==> config.mk <==
export PLATFORM = sky130hd
export DESIGN_NAME = uart_tx_arbiter
export DESIGN_NICKNAME = d
export VERILOG_FILES = /design/src/rtl/uart_pkg.sv /design/src/rtl/uart_rr_pick.sv /design/src/rtl/uart_tx_arbiter.sv
export SDC_FILE = /design/constraint.sdc
export NUM_CORES = 1
export LEC_CHECK = 0
export CAP_MARGIN = 20
export CORE_MARGIN = 5
export CORE_UTILIZATION = 45
export CTS_CLUSTER_DIAMETER = 50
export DETAILED_ROUTE_END_ITERATION = 12
export GPL_TIMING_DRIVEN = 0
export HOLD_SLACK_MARGIN = 0.03
export PLACE_DENSITY = 0.75
export SLEW_MARGIN = 25
export SYNTH_ARGS = -nofsm -noshare
export SYNTH_HDL_FRONTEND = slang
export SYNTH_SLANG_ARGS = --single-unit
==> constraint.sdc <==
create_clock -name CLOCK_50M -period 1.6 [get_ports CLOCK_50M]
set_input_delay 0.32 -clock CLOCK_50M [delete_from_list [all_inputs] [get_ports CLOCK_50M]]
set_output_delay 0.32 -clock CLOCK_50M [all_outputs]
set_load 0.01 [all_outputs]
==> src/rtl/uart_pkg.sv <==
// Shared constants and state encoding for the UART transmit arbiter.
package uart_pkg;

  localparam int UART_DATA_W        = 8;
  localparam int DEF_GAP_CYCLES     = 16;
  localparam int DEF_TIMEOUT_CYCLES = 100000;
  localparam int DEF_TMO_W          = 17;

  typedef enum logic [1:0] {
    ST_IDLE = 2'd0,
    ST_SEND = 2'd1,
    ST_GAP  = 2'd2
  } state_e;

endpackage

==> src/rtl/uart_rr_pick.sv <==
// Combinational round-robin picker: first set request at or above ptr, with wrap.
module uart_rr_pick #(
  parameter int N_REQ = 4,
  parameter int ID_W  = $clog2(N_REQ)
) (
  input  logic [N_REQ-1:0] req,
  input  logic [ID_W-1:0]  ptr,
  output logic             valid,
  output logic [ID_W-1:0]  winner
);

  logic [ID_W:0] sum_s;
  logic [ID_W:0] idx_s;

  // Scan offsets from highest to lowest so the smallest offset from ptr is the last write.
  always_comb begin
    valid  = 1'b0;
    winner = '0;
    sum_s  = '0;
    idx_s  = '0;
    for (int i = N_REQ - 1; i >= 0; i--) begin
      sum_s  = {1'b0, ptr} + (ID_W + 1)'(i);
      idx_s  = (sum_s >= (ID_W + 1)'(N_REQ)) ? (sum_s - (ID_W + 1)'(N_REQ)) : sum_s;
      winner = req[idx_s[ID_W-1:0]] ? idx_s[ID_W-1:0] : winner;
      valid  = valid | req[idx_s[ID_W-1:0]];
    end
  end

endmodule

==> src/rtl/uart_tx_arbiter.sv <==
// Round-robin arbiter sharing one UART byte transmitter between N_REQ requesters.
// Holds Tx_En_Sig for exactly one frame, enforces an idle gap, aborts hung frames.
module uart_tx_arbiter
  import uart_pkg::*;
#(
  parameter int N_REQ          = 4,
  parameter int GAP_CYCLES     = DEF_GAP_CYCLES,
  parameter int TIMEOUT_CYCLES = DEF_TIMEOUT_CYCLES,
  parameter int TMO_W          = DEF_TMO_W,
  localparam int ID_W          = $clog2(N_REQ)
) (
  input  logic                         CLOCK_50M,
  input  logic                         RST_n,
  input  logic [N_REQ-1:0]             Req_Sig,
  input  logic [UART_DATA_W*N_REQ-1:0] Req_Data,
  output logic [N_REQ-1:0]             Ack_Sig,
  output logic [N_REQ-1:0]             Done_Sig,
  output logic                         Err_Sig,
  output logic                         Busy_Sig,
  output logic [ID_W-1:0]              Grant_Id,
  output logic                         Tx_En_Sig,
  output logic [UART_DATA_W-1:0]       Tx_Data,
  input  logic                         Tx_Done_Sig
);

  localparam int GAP_W = $clog2(GAP_CYCLES + 1);
  localparam logic [N_REQ-1:0] ONE_HOT_LSB = {{(N_REQ-1){1'b0}}, 1'b1};

  state_e                 state_q,    state_d;
  logic [ID_W-1:0]        rr_ptr_q,   rr_ptr_d;
  logic [TMO_W-1:0]       tmo_cnt_q,  tmo_cnt_d;
  logic [GAP_W-1:0]       gap_cnt_q,  gap_cnt_d;
  logic                   tx_en_q,    tx_en_d;
  logic [UART_DATA_W-1:0] tx_data_q,  tx_data_d;
  logic [ID_W-1:0]        grant_id_q, grant_id_d;
  logic [N_REQ-1:0]       ack_q,      ack_d;
  logic [N_REQ-1:0]       done_q,     done_d;
  logic                   err_q,      err_d;
  logic                   busy_q,     busy_d;

  logic                   pick_valid_s;
  logic [ID_W-1:0]        pick_win_s;

  uart_rr_pick #(
    .N_REQ (N_REQ),
    .ID_W  (ID_W)
  ) u_pick (
    .req    (Req_Sig),
    .ptr    (rr_ptr_q),
    .valid  (pick_valid_s),
    .winner (pick_win_s)
  );

  // Next-state logic: grant in IDLE, watch done/timeout in SEND, count down the gap.
  always_comb begin
    state_d    = state_q;
    rr_ptr_d   = rr_ptr_q;
    tmo_cnt_d  = tmo_cnt_q;
    gap_cnt_d  = gap_cnt_q;
    tx_en_d    = tx_en_q;
    tx_data_d  = tx_data_q;
    grant_id_d = grant_id_q;
    ack_d      = '0;
    done_d     = '0;
    err_d      = 1'b0;

    case (state_q)
      ST_IDLE: begin
        if (pick_valid_s) begin
          tx_data_d  = Req_Data[UART_DATA_W*pick_win_s +: UART_DATA_W];
          grant_id_d = pick_win_s;
          ack_d      = ONE_HOT_LSB << pick_win_s;
          tx_en_d    = 1'b1;
          rr_ptr_d   = (pick_win_s == ID_W'(N_REQ - 1)) ? '0 : (pick_win_s + ID_W'(1));
          tmo_cnt_d  = '0;
          state_d    = ST_SEND;
        end else begin
          state_d    = ST_IDLE;
        end
      end

      ST_SEND: begin
        // A done pulse on the final watchdog cycle still counts as a clean frame.
        if (Tx_Done_Sig) begin
          tx_en_d   = 1'b0;
          done_d    = ONE_HOT_LSB << grant_id_q;
          gap_cnt_d = GAP_W'(GAP_CYCLES);
          state_d   = ST_GAP;
        end else if (tmo_cnt_q == TMO_W'(TIMEOUT_CYCLES - 1)) begin
          tx_en_d   = 1'b0;
          err_d     = 1'b1;
          gap_cnt_d = GAP_W'(GAP_CYCLES);
          state_d   = ST_GAP;
        end else begin
          tmo_cnt_d = tmo_cnt_q + TMO_W'(1);
        end
      end

      ST_GAP: begin
        if (gap_cnt_q <= GAP_W'(1)) begin
          state_d   = ST_IDLE;
        end else begin
          gap_cnt_d = gap_cnt_q - GAP_W'(1);
        end
      end

      default: begin
        tx_en_d = 1'b0;
        state_d = ST_IDLE;
      end
    endcase

    busy_d = (state_d != ST_IDLE);
  end

  // State, counters and all registered outputs; async reset clears everything.
  always_ff @(posedge CLOCK_50M or negedge RST_n) begin
    if (!RST_n) begin
      state_q    <= ST_IDLE;
      rr_ptr_q   <= '0;
      tmo_cnt_q  <= '0;
      gap_cnt_q  <= '0;
      tx_en_q    <= 1'b0;
      tx_data_q  <= '0;
      grant_id_q <= '0;
      ack_q      <= '0;
      done_q     <= '0;
      err_q      <= 1'b0;
      busy_q     <= 1'b0;
    end else begin
      state_q    <= state_d;
      rr_ptr_q   <= rr_ptr_d;
      tmo_cnt_q  <= tmo_cnt_d;
      gap_cnt_q  <= gap_cnt_d;
      tx_en_q    <= tx_en_d;
      tx_data_q  <= tx_data_d;
      grant_id_q <= grant_id_d;
      ack_q      <= ack_d;
      done_q     <= done_d;
      err_q      <= err_d;
      busy_q     <= busy_d;
    end
  end

  assign Ack_Sig   = ack_q;
  assign Done_Sig  = done_q;
  assign Err_Sig   = err_q;
  assign Busy_Sig  = busy_q;
  assign Grant_Id  = grant_id_q;
  assign Tx_En_Sig = tx_en_q;
  assign Tx_Data   = tx_data_q;

endmodule

# Word level (Yosys, flattened, before mapping)
# Cells that the tools add are included.
[totals]
rom_bits = 0
inputBits = 39
memories = 0
ff_bits = 47
output_inout_bits = 21
latchBits = 0
elab_cells = 95
ramBits = 0
[classes]
bitwise_logic = 4
mul = 0
magnitude_cmp = 9
n_addsub = 10
n_mux = 41
shift = 3
div_mod_pow = 0
n_eq_ne = 9
reduce_logical = 8
[op_table]
columns = ["cell", "n"]
rows = [
  ["17-bit 2-to-1 mux", 3],
  ["17-bit one-hot mux with 2 select lines", 1],
  ["32-bit by 6-bit indexed part select with 8-bit output", 1],
  ["2-bit 2-to-1 mux", 12],
  ["17-bit by 1-bit adder with 17-bit output, second input constant", 1],
  ["17-bit == test, second input constant", 1],
  ["4-bit 2-to-1 mux", 4],
  ["5-bit 2-to-1 mux", 3],
  ["2-bit by 3-bit less-than comparator with 1-bit output, second input constant", 4],
  ["1-bit 2-to-1 mux", 11],
  ["5-bit one-hot mux with 2 select lines", 1],
  ["3-bit >= comparator, second input constant", 3],
  ["1-bit binary-select mux with 2-bit select", 4],
  ["2-bit inequality test, second input constant", 4],
  ["1-bit by 2-bit left shift with 4-bit output, first input constant", 2],
  ["2-bit by 1-bit subtractor with 2-bit output, second input constant", 4],
  ["2-bit by 2-bit adder with 3-bit output, second input constant", 2],
  ["2-bit one-hot mux with 3 select lines", 1],
  ["3-bit AND reduction", 2],
  ["2-bit nonzero test", 3],
  ["5-bit by 1-bit <= comparator with 1-bit output, second input constant", 1],
  ["5-bit by 1-bit subtractor with 5-bit output, second input constant", 1],
  ["2-bit == test, second input constant", 2],
  ["4-bit AND reduction", 1],
  ["other kinds (10)", 12],
]

# Logic depth before layout (Yosys ltp)
[depth]
ltp_word = 12
mapped_depth = 7
depth_no_buf = 7

# Hierarchy
# A second synthesis with hierarchy kept.
[hier_totals]
cells_unflattened = 244
hier_area_um2 = 2417.3
[modules_own_cells]
columns = ["mod", "seq_area_each_um2", "area_each_um2", "cells_per_inst", "n_inst"]
rows = [
  ["uart_tx_arbiter", 1176.1, 2336.0, 229, 1],
  ["uart_rr_pick", 0.0, 81.3, 15, 1],
]

# Worst setup path after synthesis
# OpenSTA, ideal clock, no wires.
[synth_timing]
path_type = "flip-flop to flip-flop"
from = "register gap_cnt_q[0]"
to = "register gap_cnt_q[4]"
t_required_ns = 1.474
setup_time_ns = 0.126
slack_ns = -0.111
period_less_slack_ns = 1.711
n_path_buf = 0
arrival_time_ns = 1.585
stages_incl_launch_ff = 7
cell_sequence = "dfrtp_1 -> ha_1 -> o21bai_1 -> a211oi_2 -> nand2_1 -> o31a_1 -> a311o_1"
[synth_via]
elab_chain_len = 3
word_cells_on_any_way = 6
classes_between = "add/sub: 1; order compare: 1; eq/ne: 1; mux: 2; reduce/logical: 1"
[synth_lines]
columns = ["element", "line_no", "rtl"]
rows = [
  ["start: declaration", "uart_tx_arbiter.sv:32", "logic [GAP_W-1:0] gap_cnt_q, gap_cnt_d;"],
  ["start signal: assignment", "uart_tx_arbiter.sv:134", "gap_cnt_q <= gap_cnt_d;"],
  ["5-bit by 1-bit subtractor with 5-bit output / 5-bit by 1-bit <= comparator with 1-bit output (equally long branches)", "uart_tx_arbiter.sv:103, uart_tx_arbiter.sv:100", ""],
  ["5-bit 2-to-1 mux / 2-bit inequality test (equally long branches)", "n/a", ""],
  ["5-bit one-hot mux with 2 select lines / 3-bit AND reduction (equally long branches)", "n/a", ""],
]
# Parallel ways exist; a longest one is shown, timed or not. The select of a mux whose other input is x is not followed.
# A chain may end at the register's enable or synchronous reset.

# Final worst setup path
# Ends and elaborated chain as after synthesis.

==> out/qor.csv <==
metric,value,unit
status,"finished, violations left",
violations,setup timing,
die-area,7090,um2
root_buffer,clkbuf_8,
dp_slack,-719,ps
clkTransAtPathRegs,80,ps
die_h,84.2,um
place_area,3170,um2
grt_pass1_wl,10500,um
synthAdderAreaFrac,3.53,%
clk_path_buf_depth,2,
synth_nets,287,
slowest_delay,400,ps
fin_ws,-159,ps
async_reset_ff_share,100,%
rsz0062_at_grt,yes,
grt_start_max_net_pins,29,
fmax,568,MHz
tritoncts,done,
synthMuxAreaShare,3.63,%
die_w,84.2,um
r2r-start,gap_cnt_q[0],
drt-initial-drc-count,174,
hold_violations,0,
drc,0,
ys_ff_latch,47,
whs,487,ps
yosys_warnings,0,
seqCellArea,1190,um2
crit_start,gap_cnt_q[0],
crit_family,compound AO/OA/AOI/OAI gates,
detail_route.first_pass.iterations,5,
dp_hpwl,4250,um
final_area,3970,um2
irDropWorstVdd,874,uV
antenna_found_initial,0,
p_leak,1.72,nW
ys_seq_area_share,47.5,%
synthXorXnorAreaFrac,5.30,%
grt_pass1_vias,2221,
powerDensity,1470,nW/um2
grt_usage,18.1,%
cts.htree.levels,2,
initial_core_util,45.6,%
fin_crit_sh,110,%
ys.flop_type,dfrtp_1,
fin_setup_tns,-553,ps
cp.required,1790,ps
vias,2339,
syn_inst,241,
ys_types,53,
tightest_slew,462,ps
clock_sinks,47,
p_total,5.84,mW
avgViaCountPerCell,5.56,
avgRoutedWirePerCell,16.9,um
mostFrequentLayoutCells,"clkdlybuf4s50_1 (52), dfrtp_1 (39), buf_4 (31)",
port-buffer-count,59,
synthSimpleGateAreaFrac,24.7,%
layout_commonest_cell,clkdlybuf4s50_1,
syn_area,2480,um2
synth_top_family_by_area,simple AND/OR/NAND/NOR gates,
crit_chain,"ha_2, o21bai_4, a211oi_2, nand2_1, o31a_1, a311o_1",
hp-class,in -> async,
syn_avg_cell_area,10.3,um2
overflow,0,
ant_nets,0,
fin_skew,5.25,ps
worstSetupPathType,reg -> reg,
path_max_fanout,2,
setup_viol,13,
end_kind,flop,
slowest_stage,dfrtp_1,
worstPathArrival,1950,ps
start_kind,flop,
finalNetCount,396,
synth_edf_count,0,
num-fill-cells,353,
antenna_cells,0,
gp_congestion,0.795,
pin_count,60,
synth-compound-area-share,12.4,%
rows,27,
multi_input_comb_area,1570,um2
clk_latency,300,ps
routed_wl,7110,um
cts_inserted_buffers,5,
max-cap-violations,0,
coreArea,5440,um2
relSlewSlack,69.2,%
drive_above_1_share,35.8,%
maxSlewViolCount,0,
area_growth,60.3,%
crit_buf_inv,0,
finalCriticalPeriod,1760,ps
-- synth_stat cells, types with 2 or more instances --
cell type / count / share of area [%]
and2_1: 4 / 1.0
and4_1: 2 / 0.71
nand3_1: 15 / 3.0
nand4_2: 2 / 1.0
dfrtp_1: 47 / 47
o21ai_0: 9 / 1.8
nor2_1: 19 / 2.9
nor3b_1: 2 / 0.61
xnor2_1: 3 / 1.1
xor2_1: 12 / 4.2
nor2b_1: 2 / 0.50
or2_1: 2 / 0.50
o22ai_1: 9 / 2.3
a21oi_1: 3 / 0.61
o31a_1: 2 / 0.71
ha_1: 7 / 3.5
buf_2: 3 / 0.61
clkbuf_1: 2 / 0.30
nand2b_1: 3 / 0.76
or3_1: 2 / 0.50
nand4_1: 6 / 1.5
nor3_1: 4 / 0.81
and3_1: 10 / 2.5
o21ai_1: 4 / 0.81
mux2i_1: 9 / 3.6
nand2_1: 18 / 2.7
a211oi_1: 8 / 2.4
inv_1: 7 / 1.1
-- metal layers --
| metal | vias to the layer above | part of all wire (%) | GRT usage, % |
|---|---|---|---|
| met1 | 1133 | 37 | 20.6 |
| met3 | 18 | 7.3 | 5.10 |
| met2 | 92 | 53 | 32.1 |
| li1 | 1096 | - | - |
| met5 | - | 0 | 0 |
| met4 | 0 | 2.8 | 7.02 |
-- state kept, by name (all words and copies together), names as in the netlist --
| name | flops |
|---|---|
| Tx_En_Sig | 1 |
| gap_cnt_q | 5 |
| Tx_Data | 8 |
| Ack_Sig | 4 |
| rr_ptr_q | 2 |
| Grant_Id | 2 |
| Done_Sig | 4 |
| Busy_Sig | 1 |
| tmo_cnt_q | 17 |
| state_q | 2 |
| Err_Sig | 1 |
-- power breakdown --
part / total, mW / internal, mW / leakage, nW / switching (mW)
clock: 0.686 / 0.291 / 0.0361 / 0.396
sequential: 1.80 / 1.52 / 0.598 / 0.274
combinational: 3.36 / 1.80 / 1.08 / 1.56
-- what timing repair did --
| item | in CTS | in global routing |
|---|---|---|
| pin swaps | 10 | 38 |
| endpoints found under the hold margin | 19 | 0 |
| hold buffers | 1 | 0 |
| cloned | 1 | 3 |
| resized for setup | 37 | 70 |
| setup endpoints to repair | 44 | 38 |
| setup buffers | 12 | 26 |
-- path summary, 6_finish.rpt --
check                          endpoint  slack, ps  cells past startpoint
max                        gap_cnt_q[4]       -160                      6
min                        gap_cnt_q[2]        490                      2
max reg2reg                gap_cnt_q[4]       -160                      6
min reg2reg                   Tx_En_Sig        490                      1
max in group asynchronous   rr_ptr_q[1]        590                      3
min in group CLOCK_50M        Tx_En_Sig        490                      1
-- kinds of logic after synthesis --
group	Yosys count
simple gates	104
flops	47
compound gates	44
xor+xnor	15
buf+inv	15
mux	9
fa+ha+maj	7
-- cell type report --
cell class / count / share of cell area (%)
sequential: 47 / 29.8
clock inverter: 1 / 0.189
multi-input combinational: 180 / 39.5
timing repair buffer: 101 / 23.6
buffer: 7 / 1.95
tap: 72 / 2.27
inverter: 8 / 0.945
clock buffer: 5 / 1.73
-- metrics by stage --
step / utilization (%) / cells
3_3_place_gp: 58.1 / 372
2_1_floorplan: - / 241
5_1_grt: 73.1 / 421
6_report: 73.1 / 421
4_1_cts: 63.8 / 393
3_5_place_dp: 58.4 / 373
Note: power is estimated with default switching activity, not from simulation.
